### src/rtl/surf_event_pkg.sv
// surf_event_pkg: shared state type and header constants for the SURF event merger.
package surf_event_pkg;
    localparam int SURF_BYTES_DEFAULT = 12292;
    localparam int HDR_LEN = 4;
    localparam logic [7:0] HDR_MAGIC = 8'hA5;
    typedef enum logic [1:0] {IDLE, HEADER, SURF} state_t;
endpackage

### src/rtl/surf_event_merger_if.sv
// surf_event_merger_if: per-SURF input streams plus the merged output stream.
interface surf_event_merger_if #(
    parameter int NSURF = 7
);
    logic [8*NSURF-1:0] s_dout_tdata;
    logic [NSURF-1:0]   s_dout_tvalid;
    logic [NSURF-1:0]   s_dout_tready;
    logic [NSURF-1:0]   s_dout_tlast;
    logic [7:0]         m_ev_tdata;
    logic               m_ev_tvalid;
    logic               m_ev_tready;
    logic               m_ev_tlast;
    modport master (
        output s_dout_tdata, s_dout_tvalid, s_dout_tlast, m_ev_tready,
        input  s_dout_tready, m_ev_tdata, m_ev_tvalid, m_ev_tlast
    );
    modport slave (
        input  s_dout_tdata, s_dout_tvalid, s_dout_tlast, m_ev_tready,
        output s_dout_tready, m_ev_tdata, m_ev_tvalid, m_ev_tlast
    );
endinterface

### src/rtl/event_out_reg.sv
// event_out_reg: single-stage AXI4-stream register slice for 8-bit data plus last.
module event_out_reg (
    input  logic       aclk,
    input  logic       aresetn,
    input  logic       i_valid,
    input  logic [7:0] i_data,
    input  logic       i_last,
    input  logic       i_ready,
    output logic       o_valid,
    output logic [7:0] o_data,
    output logic       o_last,
    output logic       o_load_ok
);
    logic       r_valid;
    logic [7:0] r_data;
    logic       r_last;

    assign o_load_ok = !r_valid || i_ready;
    assign o_valid   = r_valid;
    assign o_data    = r_data;
    assign o_last    = r_last;

    always_ff @(posedge aclk) begin
        if (!aresetn) begin
            r_valid <= 1'b0;
            r_data  <= '0;
            r_last  <= 1'b0;
        end else if (o_load_ok) begin
            r_valid <= i_valid;
            if (i_valid) begin
                r_data <= i_data;
                r_last <= i_last;
            end
        end
    end
endmodule

### src/rtl/surf_event_merger.sv
// surf_event_merger: serialises one event per SURF, in order 0..NSURF-1, onto one byte stream.
// Define SURF_EVENT_MERGER_HEADER_EN to prepend a 4-byte header to each merged event.
module surf_event_merger
    import surf_event_pkg::*;
#(
    parameter int NSURF      = 7,
    parameter int SURF_BYTES = SURF_BYTES_DEFAULT
) (
    input  logic               aclk,
    input  logic               aresetn,
    surf_event_merger_if.slave bus,
    output logic [NSURF-1:0]   err_o,
    output logic [15:0]        event_count_o
);
    localparam int SW = NSURF > 1 ? $clog2(NSURF) : 1;
    localparam int CW = $clog2(SURF_BYTES + 1);
    localparam logic [CW-1:0] LAST_CNT = CW'(SURF_BYTES - 1);
    localparam logic [SW-1:0] LAST_SEL = SW'(NSURF - 1);

    state_t           r_state, w_next;
    logic [SW-1:0]    r_sel;
    logic [CW-1:0]    r_byte_cnt;
    logic [NSURF-1:0] r_err;
    logic [15:0]      r_ev_cnt;
    logic             w_load_ok, w_accept, w_seg_end, w_out_valid, w_out_last;
    logic [7:0]       w_out_data;
    logic             w_hdr_valid, w_hdr_last;
    logic [7:0]       w_hdr_byte;

`ifdef SURF_EVENT_MERGER_HEADER_EN
    localparam state_t FIRST = HEADER;
    logic [1:0] r_hdr_cnt;

    always_comb begin
        w_hdr_valid = r_state == HEADER;
        w_hdr_last  = r_hdr_cnt == 2'(HDR_LEN - 1);
        w_hdr_byte  = r_hdr_cnt == 2'd0 ? r_ev_cnt[15:8] :
                      r_hdr_cnt == 2'd1 ? r_ev_cnt[7:0] :
                      r_hdr_cnt == 2'd2 ? 8'(NSURF) : HDR_MAGIC;
    end

    always_ff @(posedge aclk) begin
        if (!aresetn || r_state != HEADER)
            r_hdr_cnt <= '0;
        else if (w_load_ok)
            r_hdr_cnt <= r_hdr_cnt + 2'd1;
    end
`else
    localparam state_t FIRST = SURF;

    always_comb begin
        w_hdr_valid = 1'b0;
        w_hdr_last  = 1'b0;
        w_hdr_byte  = '0;
    end
`endif

    always_comb begin
        w_accept    = r_state == SURF && bus.s_dout_tvalid[r_sel] && w_load_ok;
        // the byte count is authoritative: a segment ends at full length even without tlast
        w_seg_end   = w_accept && (bus.s_dout_tlast[r_sel] || r_byte_cnt == LAST_CNT);
        w_out_valid = w_accept || w_hdr_valid;
        w_out_data  = w_accept ? bus.s_dout_tdata[{r_sel, 3'b000} +: 8] : w_hdr_byte;
        w_out_last  = w_seg_end && r_sel == LAST_SEL;
        bus.s_dout_tready        = '0;
        bus.s_dout_tready[r_sel] = r_state == SURF && w_load_ok;
    end

    always_ff @(posedge aclk) begin
        r_state <= !aresetn ? IDLE : w_next;
    end

    always_comb begin
        w_next = r_state;
        unique case (r_state)
            IDLE:    if (bus.s_dout_tvalid[0]) w_next = FIRST;
            HEADER:  if (w_load_ok && w_hdr_last) w_next = SURF;
            SURF:    if (w_seg_end && r_sel == LAST_SEL) w_next = IDLE;
            default: w_next = IDLE;
        endcase
    end

    always_ff @(posedge aclk) begin
        if (!aresetn || r_state == IDLE) begin
            r_sel      <= '0;
            r_byte_cnt <= '0;
        end else if (w_accept) begin
            r_byte_cnt <= w_seg_end ? '0 : r_byte_cnt + CW'(1);
            if (w_seg_end)
                r_sel <= r_sel == LAST_SEL ? '0 : r_sel + SW'(1);
        end
    end

    always_ff @(posedge aclk) begin
        if (!aresetn) begin
            r_err    <= '0;
            r_ev_cnt <= '0;
        end else if (w_seg_end) begin
            if (bus.s_dout_tlast[r_sel] != (r_byte_cnt == LAST_CNT))
                r_err[r_sel] <= 1'b1;
            if (r_sel == LAST_SEL)
                r_ev_cnt <= r_ev_cnt + 16'd1;
        end
    end

    assign err_o         = r_err;
    assign event_count_o = r_ev_cnt;

    event_out_reg u_out (
        .aclk      (aclk),
        .aresetn   (aresetn),
        .i_valid   (w_out_valid),
        .i_data    (w_out_data),
        .i_last    (w_out_last),
        .i_ready   (bus.m_ev_tready),
        .o_valid   (bus.m_ev_tvalid),
        .o_data    (bus.m_ev_tdata),
        .o_last    (bus.m_ev_tlast),
        .o_load_ok (w_load_ok)
    );
endmodule

### src/flat_wrapper.sv
// flat-port wrapper written by rule: the top's interface ports become plain ports
module surf_event_merger_flat import surf_event_pkg::*;
#(
    parameter int NSURF      = 7,
    parameter int SURF_BYTES = SURF_BYTES_DEFAULT
)
  (aclk, aresetn, err_o, event_count_o, bus_s_dout_tdata, bus_s_dout_tvalid, bus_s_dout_tlast, bus_m_ev_tready, bus_s_dout_tready, bus_m_ev_tdata, bus_m_ev_tvalid, bus_m_ev_tlast);
  surf_event_merger_if #(.NSURF(NSURF)) bus_i ();
  input  logic aclk;
  input  logic aresetn;
  output logic [NSURF-1:0] err_o;
  output logic [15:0] event_count_o;
  input wire logic [$bits(bus_i.s_dout_tdata)-1:0] bus_s_dout_tdata;
  input wire logic [$bits(bus_i.s_dout_tvalid)-1:0] bus_s_dout_tvalid;
  input wire logic [$bits(bus_i.s_dout_tlast)-1:0] bus_s_dout_tlast;
  input wire logic [$bits(bus_i.m_ev_tready)-1:0] bus_m_ev_tready;
  output wire logic [$bits(bus_i.s_dout_tready)-1:0] bus_s_dout_tready;
  output wire logic [$bits(bus_i.m_ev_tdata)-1:0] bus_m_ev_tdata;
  output wire logic [$bits(bus_i.m_ev_tvalid)-1:0] bus_m_ev_tvalid;
  output wire logic [$bits(bus_i.m_ev_tlast)-1:0] bus_m_ev_tlast;
  assign bus_i.s_dout_tdata = bus_s_dout_tdata;
  assign bus_i.s_dout_tvalid = bus_s_dout_tvalid;
  assign bus_i.s_dout_tlast = bus_s_dout_tlast;
  assign bus_i.m_ev_tready = bus_m_ev_tready;
  assign bus_s_dout_tready = bus_i.s_dout_tready;
  assign bus_m_ev_tdata = bus_i.m_ev_tdata;
  assign bus_m_ev_tvalid = bus_i.m_ev_tvalid;
  assign bus_m_ev_tlast = bus_i.m_ev_tlast;
  surf_event_merger #(.NSURF(NSURF), .SURF_BYTES(SURF_BYTES)) u_core (.aclk(aclk), .aresetn(aresetn), .bus(bus_i), .err_o(err_o), .event_count_o(event_count_o));
endmodule
### config.mk
export PLATFORM = sky130hd
export DESIGN_NAME = surf_event_merger_flat
export DESIGN_NICKNAME = d
export VERILOG_FILES = /design/src/rtl/surf_event_pkg.sv /design/src/rtl/surf_event_merger_if.sv /design/src/rtl/event_out_reg.sv /design/src/rtl/surf_event_merger.sv /design/src/flat_wrapper.sv
export SDC_FILE = /design/constraint.sdc
export NUM_CORES = 1
export LEC_CHECK = 0
export CORE_UTILIZATION = 40
export DETAILED_ROUTE_END_ITERATION = 7
export GPL_ROUTABILITY_DRIVEN = 0
export GPL_TIMING_DRIVEN = 0
export PLACE_DENSITY = 0.79
export SLEW_MARGIN = 20
export SYNTH_ARGS = -nofsm -noshare
export SYNTH_HDL_FRONTEND = slang
export SYNTH_SLANG_ARGS = --single-unit
### constraint.sdc
create_clock -name aclk -period 4.3 [get_ports aclk]
set_clock_uncertainty 0.1 [all_clocks]
set_input_delay 0.86 -clock aclk [delete_from_list [all_inputs] [get_ports aclk]]
set_output_delay 0.86 -clock aclk [all_outputs]
set_load 0.05 [all_outputs]
-- Word level (Yosys, flattened, before mapping)
Index checks and enable logic that the tools add are counted.
- $lt $le $gt $ge: 2
- eq/ne operators: 7
- shift operators: 1
- $mul: 0
- bitwise logic cells: 3
- add/subtract/negate cells: 3
- div/mod/pow operators: 0
- multiplexer cells: 11
- reductions and logical operators: 17
- operators by type and width (cell ; count):
    indexed part select 56 x 7 -> 8 bit ; 1
    adder 16 x 1 -> 16 bit, second input constant ; 1
    adder 14 x 1 -> 14 bit, second input constant ; 1
    equality test 14 bit, second input constant ; 1
    2-to-1 mux 14 bit ; 1
    AND reduction 2 bit ; 4
    bitwise AND 7 bit ; 1
    OR 7 bit ; 1
    binary-select mux 1 bit (select 3 bit) ; 2
    logical AND 1 bit ; 6
    case mux 2 bit (3 select lines) ; 1
    less-than comparator 3 x 4 -> 1 bit, second input constant ; 1
    2-to-1 mux 2 bit ; 2
    inequality test 2 bit, second input constant ; 2
    adder 3 x 1 -> 3 bit, second input constant ; 1
    demux 1 bit (select 3 bit) ; 1
    equality test 3 bit, second input constant ; 1
    greater-or-equal comparator 3 x 1 -> 1 bit, second input constant ; 1
    logical OR 1 bit ; 3
    2-to-1 mux 1 bit ; 3
    2-to-1 mux 3 bit ; 1
    AND reduction 3 bit ; 1
    equality test 2 x 1 -> 1 bit, second input constant ; 1
    equality test 2 bit, second input constant ; 1
    4 further kinds ; 5
- bits in writable memories: 0
- register bits after elaboration: 52
- memories: 0
- bits in read-only memories: 0
- latch bits: 0

-- Depth between registers and ports, before layout
Gate-level depths: netlist of the first run.
- depth in word-level cells: 8
- depth in mapped cells: 15
- mapped depth without buffers: 11

-- Modules after synthesis
From an unflattened synthesis of the first run, not the netlist that was laid out.
- cells, all modules: 371
- area, all modules: 3042.9 sq um
- modules (own cells, without submodules) (module ; instances ; cells an instance ; area each (sq um) ; sequential area each (sq um)):
    surf_event_merger ; 1 ; 327 ; 2627.5 ; 820.8
    event_out_reg ; 1 ; 44 ; 415.4 ; 200.2

-- Worst setup path after synthesis of the first run
No wires, ideal clock.
- kind: reg2reg
- start point: register u_core.r_sel[0]
- end point: register u_core.r_ev_cnt[4], in the netlist u_core.event_count_o[4]
- setup slack: 1.124 ns
- buffers on the path: 4
- period minus slack after synthesis: 3.176 ns
- setup time: 0.061 ns
- required time: 4.139 ns
- cell stages (with the launch flop): 15
- data arrival time: 3.015 ns
- cells stage by stage: dfxtp_1 > clkbuf_1 > buf_1 > nor3_1 > nor3_1 > a21o_1 > o221ai_1 > ha_1 > clkbuf_1 > nand2b_1 > nor4_1 > nand2_1 > buf_2 > or4_1 > nand2_1
- cells in the longest elaborated chain, start to end: 6
- ends and longest elaborated chain (element ; RTL line ; source):
    start, declared ; surf_event_merger.sv:21 ; logic [SW-1:0] r_sel;
    start signal, assigned ; surf_event_merger.sv:90 ; r_sel <= r_sel == LAST_SEL ? '0 : r_sel + SW'(1);
    binary-select mux 1 bit (select 3 bit) ; surf_event_merger.sv:59 ; w_accept = r_state == SURF && bus.s_dout_tvalid[r_sel] && w_load_ok;
    2-to-1 mux 1 bit (implied by the code) ; surf_event_merger.sv:59 ;
    logical AND 1 bit (2 in a row) ; surf_event_merger.sv:59 ;
    logical AND 1 bit ; surf_event_merger.sv:61 ; w_seg_end = w_accept && (bus.s_dout_tlast[r_sel] || r_byte_cnt == LAST_CNT);
    AND reduction 2 bit (no line) (*) ; - ;
    end signal, assigned ; surf_event_merger.sv:102 ; r_ev_cnt <= r_ev_cnt + 16'd1;
    end, declared ; surf_event_merger.sv:24 ; logic [15:0] r_ev_cnt;
Mark *: on every way between the ends. The rest lies on a longest branch, timed or not. The select of a mux whose other input is x is not followed.
A chain may end at the register's enable or synchronous reset.

-- Final worst setup path of the first run
Ends and elaborated chain as after synthesis.

==> results_dict.tcl, run 1 <==
set metrics [dict create \
    endpoint_kind "register" \
    die_h_um 87.5 \
    tns_ns 0 \
    ys_seq_area_frac 0.349 \
    synth-edff-count 0 \
    hold_start "u_core.event_count_o[15]$_SDFFE_PN0P_" \
    wl_per_cell_um 17.4 \
    fin_area_um2 4250 \
    relSlewSlack 0.608 \
    first_iter_violations 291 \
    outcome "finished clean" \
    grt_pass1_vias 3123 \
    hold_path.class "reg -> reg" \
    start_kind "register" \
    synth_nets 430 \
    synth-main-ff-cell "dfxtp_1" \
    area_growth_pct 45.3 \
    cap_violations 0 \
    setup_viol 0 \
    cts_made_buffers 5 \
    core_um2 6940 \
    drive_gt1_frac 0.0677 \
    drtPass1Iterations 5 \
    cts.clk_slew.worst_paths_ns 0.11 \
    antenna_found_initial 0 \
    cts_resized 0 \
    cts.sinks 51 \
    clock_latency_ns 0.31 \
    worst_r2r_endpoint "u_core.event_count_o[4]$_SDFFE_PN0P_" \
    yosysWarnings 0 \
    hold_viol 0 \
    holdPathStages 2 \
    root_buffer "clkbuf_8" \
    track_usage 0.256 \
    postCtsHoldBufs 0 \
    min_period_ns 3.98 \
    start_util 0.421 \
    multi_input_area_um2 1770 \
    vias 3310 \
    final_nets 548 \
    ys_ff_latch 51 \
    io_pins 113 \
    clockBufferDepth 2 \
    r2r-start "u_core.r_sel[0]$_SDFFE_PP0P_" \
    total_leakage_power_nw 1.39 \
    die_x_um 87.5 \
    max_clock_freq_ghz 0.251 \
    rr_worst_depth 14 \
    num_antenna_cells 0 \
    ir_worst_vdd_uv 143 \
    cts_setup_buffers 0 \
    dieArea_um2 7660 \
    rsz0062_at_grt "no" \
    drc 0 \
    dpl_cell_area_um2 4160 \
    wl_um 9890 \
    syn_area_per_cell_um2 8.26 \
    seq_area_um2 1020 \
    finalMaxSlewViolations 0 \
    synth_cell_types 51 \
    r2r_slack_ns 0.32 \
    syn_area_um2 2930 \
    htreeDepth 2 \
    grt_max_degree 19 \
    power_density_nw_per_um2 223 \
    fill_cells 596 \
    grt_first_pass_wirelength_um 15200 \
    antenna_left 0 \
    required_ns 4.46 \
    cp_max_fo 10 \
    arrival_ns 4.14 \
    io_buffers 111 \
    hold_end "u_core.event_count_o[15]$_SDFFE_PN0P_" \
    fin_crit_sh 0.925 \
    cts_tree "yes" \
    tightest_slew_ns 0.586 \
    path_class "reg -> reg" \
    final_core_util 0.612 \
    async_reset_ff_frac 0 \
    dp_hpwl_um 7500 \
    netlist_instances 354 \
    grt-ovfl-total 0 \
    vias_per_cell 5.82 \
    critPathLaunch "u_core.r_sel[0]$_SDFFE_PP0P_" \
    std_cell_rows 30 \
]
## layout make-up
cell class	instances	share of cell area
Clock buffer	5	0.0162
Tap cell	96	0.0283
Clock inverter	3	0.00618
Inverter	6	0.00530
Buffer	24	0.0265
Timing Repair Buffer	111	0.261
Multi-Input combinational cell	273	0.416
Sequential cell	51	0.240
## report_power, final
group | switching [mW] | internal [mW]
Sequential | 0.00467 | 0.479
Clock | 0.176 | 0.120
Combinational | 0.0804 | 0.0887
## flip-flops by register name, summed over array words and instances, names as in the netlist
| register | count |
|---|---|
| u_core.err_o | 7 |
| u_core.r_sel | 3 |
| u_core.event_count_o | 16 |
| u_core.u_out.o_data | 8 |
| u_core.r_byte_cnt | 14 |
| u_core.r_state | 1 |
| u_core.u_out.o_last | 1 |
| u_core.u_out.o_valid | 1 |
## cell families (layout without fill, tap and decap cells)
family	count (synthesis)	in the layout	share of synthesized area
compound gates	92	92	0.231
simple gates	153	153	0.275
buf+inv	30	149	0.0462
xor+xnor	8	8	0.0240
fa+ha+maj	3	3	0.0128
flops	51	51	0.349
mux	17	17	0.0620
## stage by stage
step	hold WS [ns]	setup WS [ns]	power [mW]	cells
floorplan	0.347	1.12	0.566	354
global placement	0.357	0.344	0.659	561
detailed placement	0.365	0.236	0.661	561
CTS	0.389	0.351	0.947	569
global route	0.416	0.0877	0.985	569
finish	0.388	0.322	0.949	569
## synthesized netlist by cell type, types with 8 or more instances
cell type  instances  area [um^2]
or4_1             15          113
nand2_1           28          105
a21oi_1           20          100
clkbuf_1          14         52.6
o21ai_0            9         45.0
a221oi_1          11         96.3
mux2i_1            8         80.1
nor2_1            42          158
dfxtp_1           51         1020
mux2_2             9          101
o31ai_1           14          105
nand3_1           22          110
## worst max path at each step
| stage | to | slack, ns | depth (start not counted) |
|---|---|---|---|
| 2_1_floorplan | u_core.event_count_o[4]$_SDFFE_PN0P_ | 1.12 | 14 |
| 3_3_place_gp | u_core.event_count_o[4]$_SDFFE_PN0P_ | 0.34 | 13 |
| 3_5_place_dp | u_core.event_count_o[4]$_SDFFE_PN0P_ | 0.24 | 13 |
| 4_1_cts | u_core.event_count_o[4]$_SDFFE_PN0P_ | 0.35 | 14 |
| 5_1_grt | u_core.event_count_o[4]$_SDFFE_PN0P_ | 0.09 | 14 |
| 6_report | u_core.event_count_o[4]$_SDFFE_PN0P_ | 0.32 | 14 |
## critical path, stage by stage (launching register included)
cell and delay, ns:
dfxtp_1 0.43, clkbuf_1 0.48, buf_1 0.40, nor3_1 0.11, nor3_1 0.15, a21o_1 0.11
o221ai_1 0.12, ha_1 0.21, clkbuf_1 0.22, nand2b_1 0.24, nor4_1 0.34, nand2_1 0.21
buf_2 0.24, or4_1 0.48, nand2_1 0.08
## routing by layer
layer / global-route usage / vias up / wire length, um
met5: 0 / - / 0
met4: 0.0820 / 0 / 216
met3: 0.0379 / 23 / 589
met2: 0.429 / 126 / 4780
met1: 0.339 / 1577 / 4300
li1: - / 1584 / -
## layout by cell type, fill, tap and decap left out, drive strengths merged, types with 5 or more instances in the layout
master and count:
a211oi 5, a21oi 20, a221oi 11, a22oi 6, a31oi 5, and3 7
buf 10, clkbuf 19, clkdlybuf4s50 111, dfxtp 51, inv 7, mux2 9
mux2i 8, nand2 28, nand2b 5, nand3 23, nand4 8, nor2 42
nor2b 6, nor3 7, o21ai 9, o31ai 14, or4 15, xor2 7
(Power assumes the default switching activity.)
==> run 2: changes to the inputs <==
--- a/config.mk
+++ b/config.mk
@@ -6,6 +6,7 @@
 export NUM_CORES = 1
 export LEC_CHECK = 0
 export CORE_UTILIZATION = 40
+export CTS_CLUSTER_SIZE = 30
 export DETAILED_ROUTE_END_ITERATION = 7
 export GPL_ROUTABILITY_DRIVEN = 0
 export GPL_TIMING_DRIVEN = 0
==> constraint.sdc (replaced) <==
create_clock -name aclk -period 4.65 [get_ports aclk]
set_clock_uncertainty 0.1 [all_clocks]
set_input_delay 0.93 -clock aclk [delete_from_list [all_inputs] [get_ports aclk]]
set_output_delay 0.93 -clock aclk [all_outputs]
set_load 0.05 [all_outputs]
==> results of run 2 <==
The final DEF is identical to that of run 1. Status: finished clean.
Main changes from that run: setup slack after placement 0.236 ns -> 0.516 ns; setup slack after layout 0.322 ns -> 0.672 ns; register-to-register setup slack 0.32 ns -> 0.67 ns; total power 0.949 mW -> 0.878 mW; worst IR drop on VDD 143 uV -> 133 uV
